===== config.mk =====
export PLATFORM = sky130hd
export DESIGN_NAME = serial_shift_ctrl
export DESIGN_NICKNAME = d
export VERILOG_FILES = /design/src/rtl/serial_shift_ctrl.sv
export SDC_FILE = /design/constraint.sdc
export NUM_CORES = 1
export LEC_CHECK = 0
export BUFFER_PORTS_ARGS = -buffer_cell sky130_fd_sc_hd__buf_2
export CAP_MARGIN = 20
export CORE_MARGIN = 2
export CORE_UTILIZATION = 45
export DETAILED_ROUTE_END_ITERATION = 8
export GPL_ROUTABILITY_DRIVEN = 0
export PLACE_DENSITY = 0.74
export SKIP_LAST_GASP = 1
export SLEW_MARGIN = 40
export SYNTH_ARGS = -nofsm -noshare
export SYNTH_HDL_FRONTEND = slang
export SYNTH_SLANG_ARGS = --single-unit

===== constraint.sdc =====
create_clock -name clk -period 1.9 [get_ports clk]
set_input_delay 0.38 -clock clk [delete_from_list [all_inputs] [get_ports clk]]
set_output_delay 0.38 -clock clk [all_outputs]
set_load 0.01 [all_outputs]

===== src/rtl/serial_shift_ctrl.sv =====
// serial_shift_ctrl: frame sequencer plus TX/RX shift registers for an NBITS-long serial frame.
// Generates a one-cycle load strobe, a divided 50%-duty serial clock, a bit counter and a
// done pulse, and supports back-to-back (continuous) framing and MSB/LSB-first bit order.
//
// Ports:
//   clk      in   system clock, rising edge
//   reset    in   synchronous active-low reset
//   start    in   frame request (honoured in IDLE and FINISH only)
//   cont     in   continuous mode, chains the next frame directly out of FINISH
//   tx_data  in   parallel word, captured in the shld cycle
//   sdi      in   serial data in, sampled on the serclk rising edge
//   shld     out  load strobe, one cycle at frame start
//   serclk   out  serial clock, period 2*DIV clk
//   sdo      out  serial data out
//   rx_data  out  last completely received word
//   count    out  bits completed in the current or last frame
//   busy     out  high from shld through done inclusive
//   done     out  one-cycle pulse at frame completion
module serial_shift_ctrl #(
  parameter int unsigned NBITS     = 16,
  parameter int unsigned CW        = 8,
  parameter int unsigned DIV       = 1,
  parameter bit          LSB_FIRST = 1'b0
) (
  input  logic             clk,
  input  logic             reset,
  input  logic             start,
  input  logic             cont,
  input  logic [NBITS-1:0] tx_data,
  input  logic             sdi,
  output logic             shld,
  output logic             serclk,
  output logic             sdo,
  output logic [NBITS-1:0] rx_data,
  output logic [CW-1:0]    count,
  output logic             busy,
  output logic             done
);

  localparam logic [2:0] IDLE   = 3'd0;
  localparam logic [2:0] LOAD   = 3'd1;
  localparam logic [2:0] LO     = 3'd2;
  localparam logic [2:0] HI     = 3'd3;
  localparam logic [2:0] FINISH = 3'd4;

  localparam int unsigned   DW         = (DIV > 1) ? $clog2(DIV) : 1;
  localparam logic [DW-1:0] DIV_LAST   = DW'(DIV - 1);
  localparam logic [DW-1:0] DIV_ONE    = DW'(1);
  localparam logic [CW-1:0] COUNT_ONE  = CW'(1);
  localparam logic [CW-1:0] COUNT_LAST = CW'(NBITS);

  logic [2:0]       state;
  logic [2:0]       state_next;
  logic [DW-1:0]    div_cnt;
  logic [NBITS-1:0] tx_sr;
  logic [NBITS-1:0] rx_sr;
  logic [NBITS-1:0] tx_sr_shifted;
  logic [NBITS-1:0] rx_sr_shifted;
  logic             phase_end;
  logic             last_bit;

  assign phase_end = (div_cnt == DIV_LAST);
  assign last_bit  = ((count + COUNT_ONE) == COUNT_LAST);

  // Received bits enter from the end opposite to the one being transmitted, so a
  // loopback (sdi tied to sdo) reassembles tx_data unchanged.
  assign tx_sr_shifted = LSB_FIRST ? {1'b0, tx_sr[NBITS-1:1]} : {tx_sr[NBITS-2:0], 1'b0};
  assign rx_sr_shifted = LSB_FIRST ? {sdi, rx_sr[NBITS-1:1]} : {rx_sr[NBITS-2:0], sdi};

  always_comb begin
    state_next = state;
    case (state)
      IDLE:    if (start) state_next = LOAD;
      LOAD:    state_next = LO;
      LO:      if (phase_end) state_next = HI;
      HI:      if (phase_end) state_next = last_bit ? FINISH : LO;
      FINISH:  state_next = (cont || start) ? LOAD : IDLE;
      default: state_next = IDLE;
    endcase
  end

  always_ff @(posedge clk) begin
    if (!reset) begin
      state   <= IDLE;
      div_cnt <= '0;
      tx_sr   <= '0;
      rx_sr   <= '0;
      rx_data <= '0;
      count   <= '0;
    end else begin
      state <= state_next;
      case (state)
        LOAD: begin
          tx_sr   <= tx_data;
          div_cnt <= '0;
        end
        LO: begin
          if (phase_end) begin
            // Edge entering HI is the serclk rising edge: capture sdi here.
            div_cnt <= '0;
            rx_sr   <= rx_sr_shifted;
          end else begin
            div_cnt <= div_cnt + DIV_ONE;
          end
        end
        HI: begin
          if (phase_end) begin
            div_cnt <= '0;
            count   <= count + COUNT_ONE;
            tx_sr   <= tx_sr_shifted;
          end else begin
            div_cnt <= div_cnt + DIV_ONE;
          end
        end
        FINISH:  rx_data <= rx_sr;
        default: ;
      endcase
      // Count reads zero during LOAD; it holds NBITS through FINISH and IDLE otherwise.
      if (state_next == LOAD) count <= '0;
    end
  end

  always_comb begin
    shld   = (state == LOAD);
    serclk = (state == HI);
    busy   = (state != IDLE);
    done   = (state == FINISH);
    sdo    = 1'b0;
    if ((state == LO) || (state == HI)) begin
      sdo = LSB_FIRST ? tx_sr[0] : tx_sr[NBITS-1];
    end
  end

endmodule

Word-level counts from Yosys, hierarchy flattened

Index checks and enable logic that the tools add are counted.
Widths: inputs -> output; s select.

Flip-flop bits (word level): 60
Output and inout port bits: 29
Logic and storage cells: 39

Add/subtract/negate cells: 2
Equality and inequality tests: 7
Mux-type cells: 11
Bitwise gates (word level): 2
Reduce and logical (&&, ||, !) cells: 11

Operator list:

| operator            | number |
|---|---|
| $pmux 16 s2         | 1 |
| $mux 16             | 1 |
| $pmux 3 s5          | 1 |
| $mux 3              | 4 |
| $add 8x1->8 const B | 1 |
| $eq 8x5->1 const B  | 1 |
| $eq 3x1->1 const B  | 2 |
| $eq 3x2->1 const B  | 2 |
| $reduce_and 2->1    | 3 |
| $reduce_bool 2->1   | 2 |
| $reduce_or 2->1     | 2 |
| $eq 3x3->1 const B  | 1 |
| $logic_not 3->1     | 1 |
| $mux 1              | 3 |
| $reduce_bool 3->1   | 1 |
| $logic_or 1x1->1    | 2 |
| $ne 2x2->1 const B  | 1 |
| $not 1->1           | 2 |
| $pmux 1 s2          | 1 |
| $add 1x1->1 const B | 1 |

Longest topological paths before layout

Word-level depth: 7
Gate-level depth with buffers: 7
Depth with buffers taken out: 5

Least setup slack after synthesis

Ideal clock, no wire load.

Path type: register to output
Start: register state[0]
End: output port shld
Arrival: 1234 ps
Data required time: 1520 ps
Setup slack: 286 ps
Cell stages (with the launch flop): 5
Buffers on the path: 2
Cell sequence: dfxtp_1 nor2b_1 clkbuf_1 clkbuf_1 nor2b_1

Longest elaborated chain between the ends: 1

RTL lines:

| element                | RTL line | text |
|---|---|---|
| from (decl)            | 52       | `logic [2:0] state;` |
| from (signal assigned) | 91       | `state <= state_next;` |
| $eq 3x1->1             | 124      | `shld = (state == LOAD);` |
| to (decl)              | 31       | `output logic shld,` |

Every way passes these cells.

Worst setup path after layout

Start: register state[0]
End: output port serclk

Longest elaborated chain between the ends: 1

RTL lines:

| element    | RTL line | text |
|---|---|---|
| $eq 3x2->1 | 125      | `serclk = (state == HI);` |
| to (decl)  | 32       | `output logic serclk,` |

Every way passes these cells.

==> metrics.csv <==
metric;value;unit
worstHoldPathCells;3;
synth_area;0.00250;mm2
synth_area_leader_cell;dfxtp_1;
ys.flop_type;dfxtp_1;
cap_violations;0;
period_needed;1770;ps
grt_pass1_vias;1832;
fin_nets;348;
num_vias;1970;
wire_per_inst;11.6;um
cts_root_buffer;clkbuf_8;
dr.pass1.iters;4;
r2r_cells;4;
worstPathArrival;1390;ps
drt_iter0_drc;112;
cts_buffer_depth;2;
fin_setup_tns;0;ps
path_clk_slew;70;ps
synth_top_area_share;47.2;%
cts_sinks;59;
wl;4660;um
initial_utilization;46.0;%
hp-class;in2reg;
worst_pin_slew;352;ps
synth_edf_count;0;
synthTopCellsByCount;nand2_1 (83), dfxtp_1 (59), a21boi_0 (33);
slew_viol_final;0;
drive_above_1_share;23.9;%
grtUsageTotal;16.0;%
setup_viol;0;
antennaDiodeCount;0;
grt_first_pass_wirelength;7820;um
yosys.cell_types.count;34;
nFillCells;514;
vias_per_cell;4.89;
status;completed;
dieArea;0.00617;mm2
port_buffers;49;
async_flop_share;0;%
syn-num-nets;299;
ioPinCount;50;
critPathKind;reg2out;
h-tree-depth;3;
worstSetupEndpointType;primary output;
rsz0062_at_grt;false;
die_height;78.6;um
seq_area_frac_synth;47.2;%
coreArea;0.00544;mm2
syn2layout_area_growth;19.3;%
num_rows;27;
drcViolationCount;0;
cts.repair.resized;0;
synth_seq_cells;59;
antenna_found_initial;0;
fin_crit_sh;92.9;%
grt_overflow;0;
ys_warn_count;0;
hpwl;3080;um
clk_latency;330;ps
vdd_drop_max;0.523;mV
synth.most_common_cell;nand2_1;
syn_inst;277;
finalWorstSetupSlack;134;ps
max_freq;0.566;GHz
cts_hold_buf;0;
cts-buffers-inserted;9;
place_ws;399;ps
leakagePower;1.32;nW
grt_max_degree;37;
post_cts_buffers;0;
avgSynthCellArea;9.03;um2
die_width;78.6;um
slew_headroom;76.5;%
startpoint_type;register;
p_per_area;850;mW/mm2
crit_required;1520;ps
cp_max_fo;9;
hold_viol_final;0;
antenna_left;0;
fin_worst_skew;11.9;ps
cts_tree;built;
synth_area_leaders;dfxtp_1 (47%), nand2_1 (12%), a21boi_0 (9.9%);
layer usage:
metal | GRT usage [%] | part of all wire [%] | vias to the layer above
met5 | 0 | 0 | -
met4 | 6.84 | 1.2 | 0
met3 | 6.21 | 4.8 | 6
met2 | 26.0 | 46 | 37
met1 | 18.8 | 48 | 896
li1 | - | - | 1031
power by group:
part	leakage, nW	internal (mW)	total [mW]	switching, mW
clock network	0.0859	0.513	1.01	0.502
logic	0.759	0.104	0.221	0.117
registers	0.478	1.28	1.30	0.0252
total	1.32	1.89	2.54	0.644
path summary, 6_finish.rpt:
kind | from | to | slack, ps
max | state[0] | serclk | 130
min | sdi | rx_sr[0] | 310
max reg2reg | count[1] | state[2] | 380
min reg2reg | rx_data[7] | rx_data[7] | 460
critical path, cell delays in order (launching register included):
cell	delay [ps]
dfxtp_1	450
and3b_1	410
buf_2	200
cells by family after synthesis:
kind of cell | count (synthesis) | synth area share, %
compound gates | 55 | 18.6
xor+xnor | 7 | 2.45
fa+ha+maj | 1 | 0.500
buf+inv | 20 | 3.75
flops | 59 | 47.2
mux | 16 | 6.40
simple gates | 119 | 21.1
cell type report:
class	instances	area, um2	area share [%]
repair buffers	56	298	9.97
multi-input cells	198	1230	41.2
clock buffers	11	141	4.74
well taps	72	90.1	3.02
clock inverters	5	37.5	1.26
inverters	2	7.51	0.251
flip-flops and latches	59	1180	39.6
registers in the layout, indices dropped and copies added (netlist names):
register,flops
count,8
state,3
rx_sr,16
rx_data,16
tx_sr,16
cells in the final DEF (no fill, tap or decap), drive strengths merged, types with 2 or more instances in the layout:
cell / n
inv: 2
nand3: 4
a21boi: 33
nor2b: 2
and3b: 3
buf: 56
dfxtp: 59
nand3b: 2
nand2b: 2
clkbuf: 11
xor2: 6
a21oi: 2
nand4: 4
mux2i: 16
o211a: 15
nor2: 11
nand2: 83
clkinv: 3
clkinvlp: 2
and3: 2
per-stage QoR:
step | hold slack (ps) | power (mW) | instances | util, % | instance area, um2
after floorplan | 441 | 1.49 | 277 | - | 2500
after global placement | 448 | 1.55 | 387 | 51.6 | 2810
after detailed placement | 454 | 1.55 | 387 | 51.6 | 2810
after CTS | 292 | 2.57 | 403 | 54.9 | 2990
after global routing | 313 | 2.65 | 403 | 54.9 | 2990
final | 306 | 2.54 | 403 | 54.9 | 2990
No activity file was read; power rests on OpenSTA's default activity.
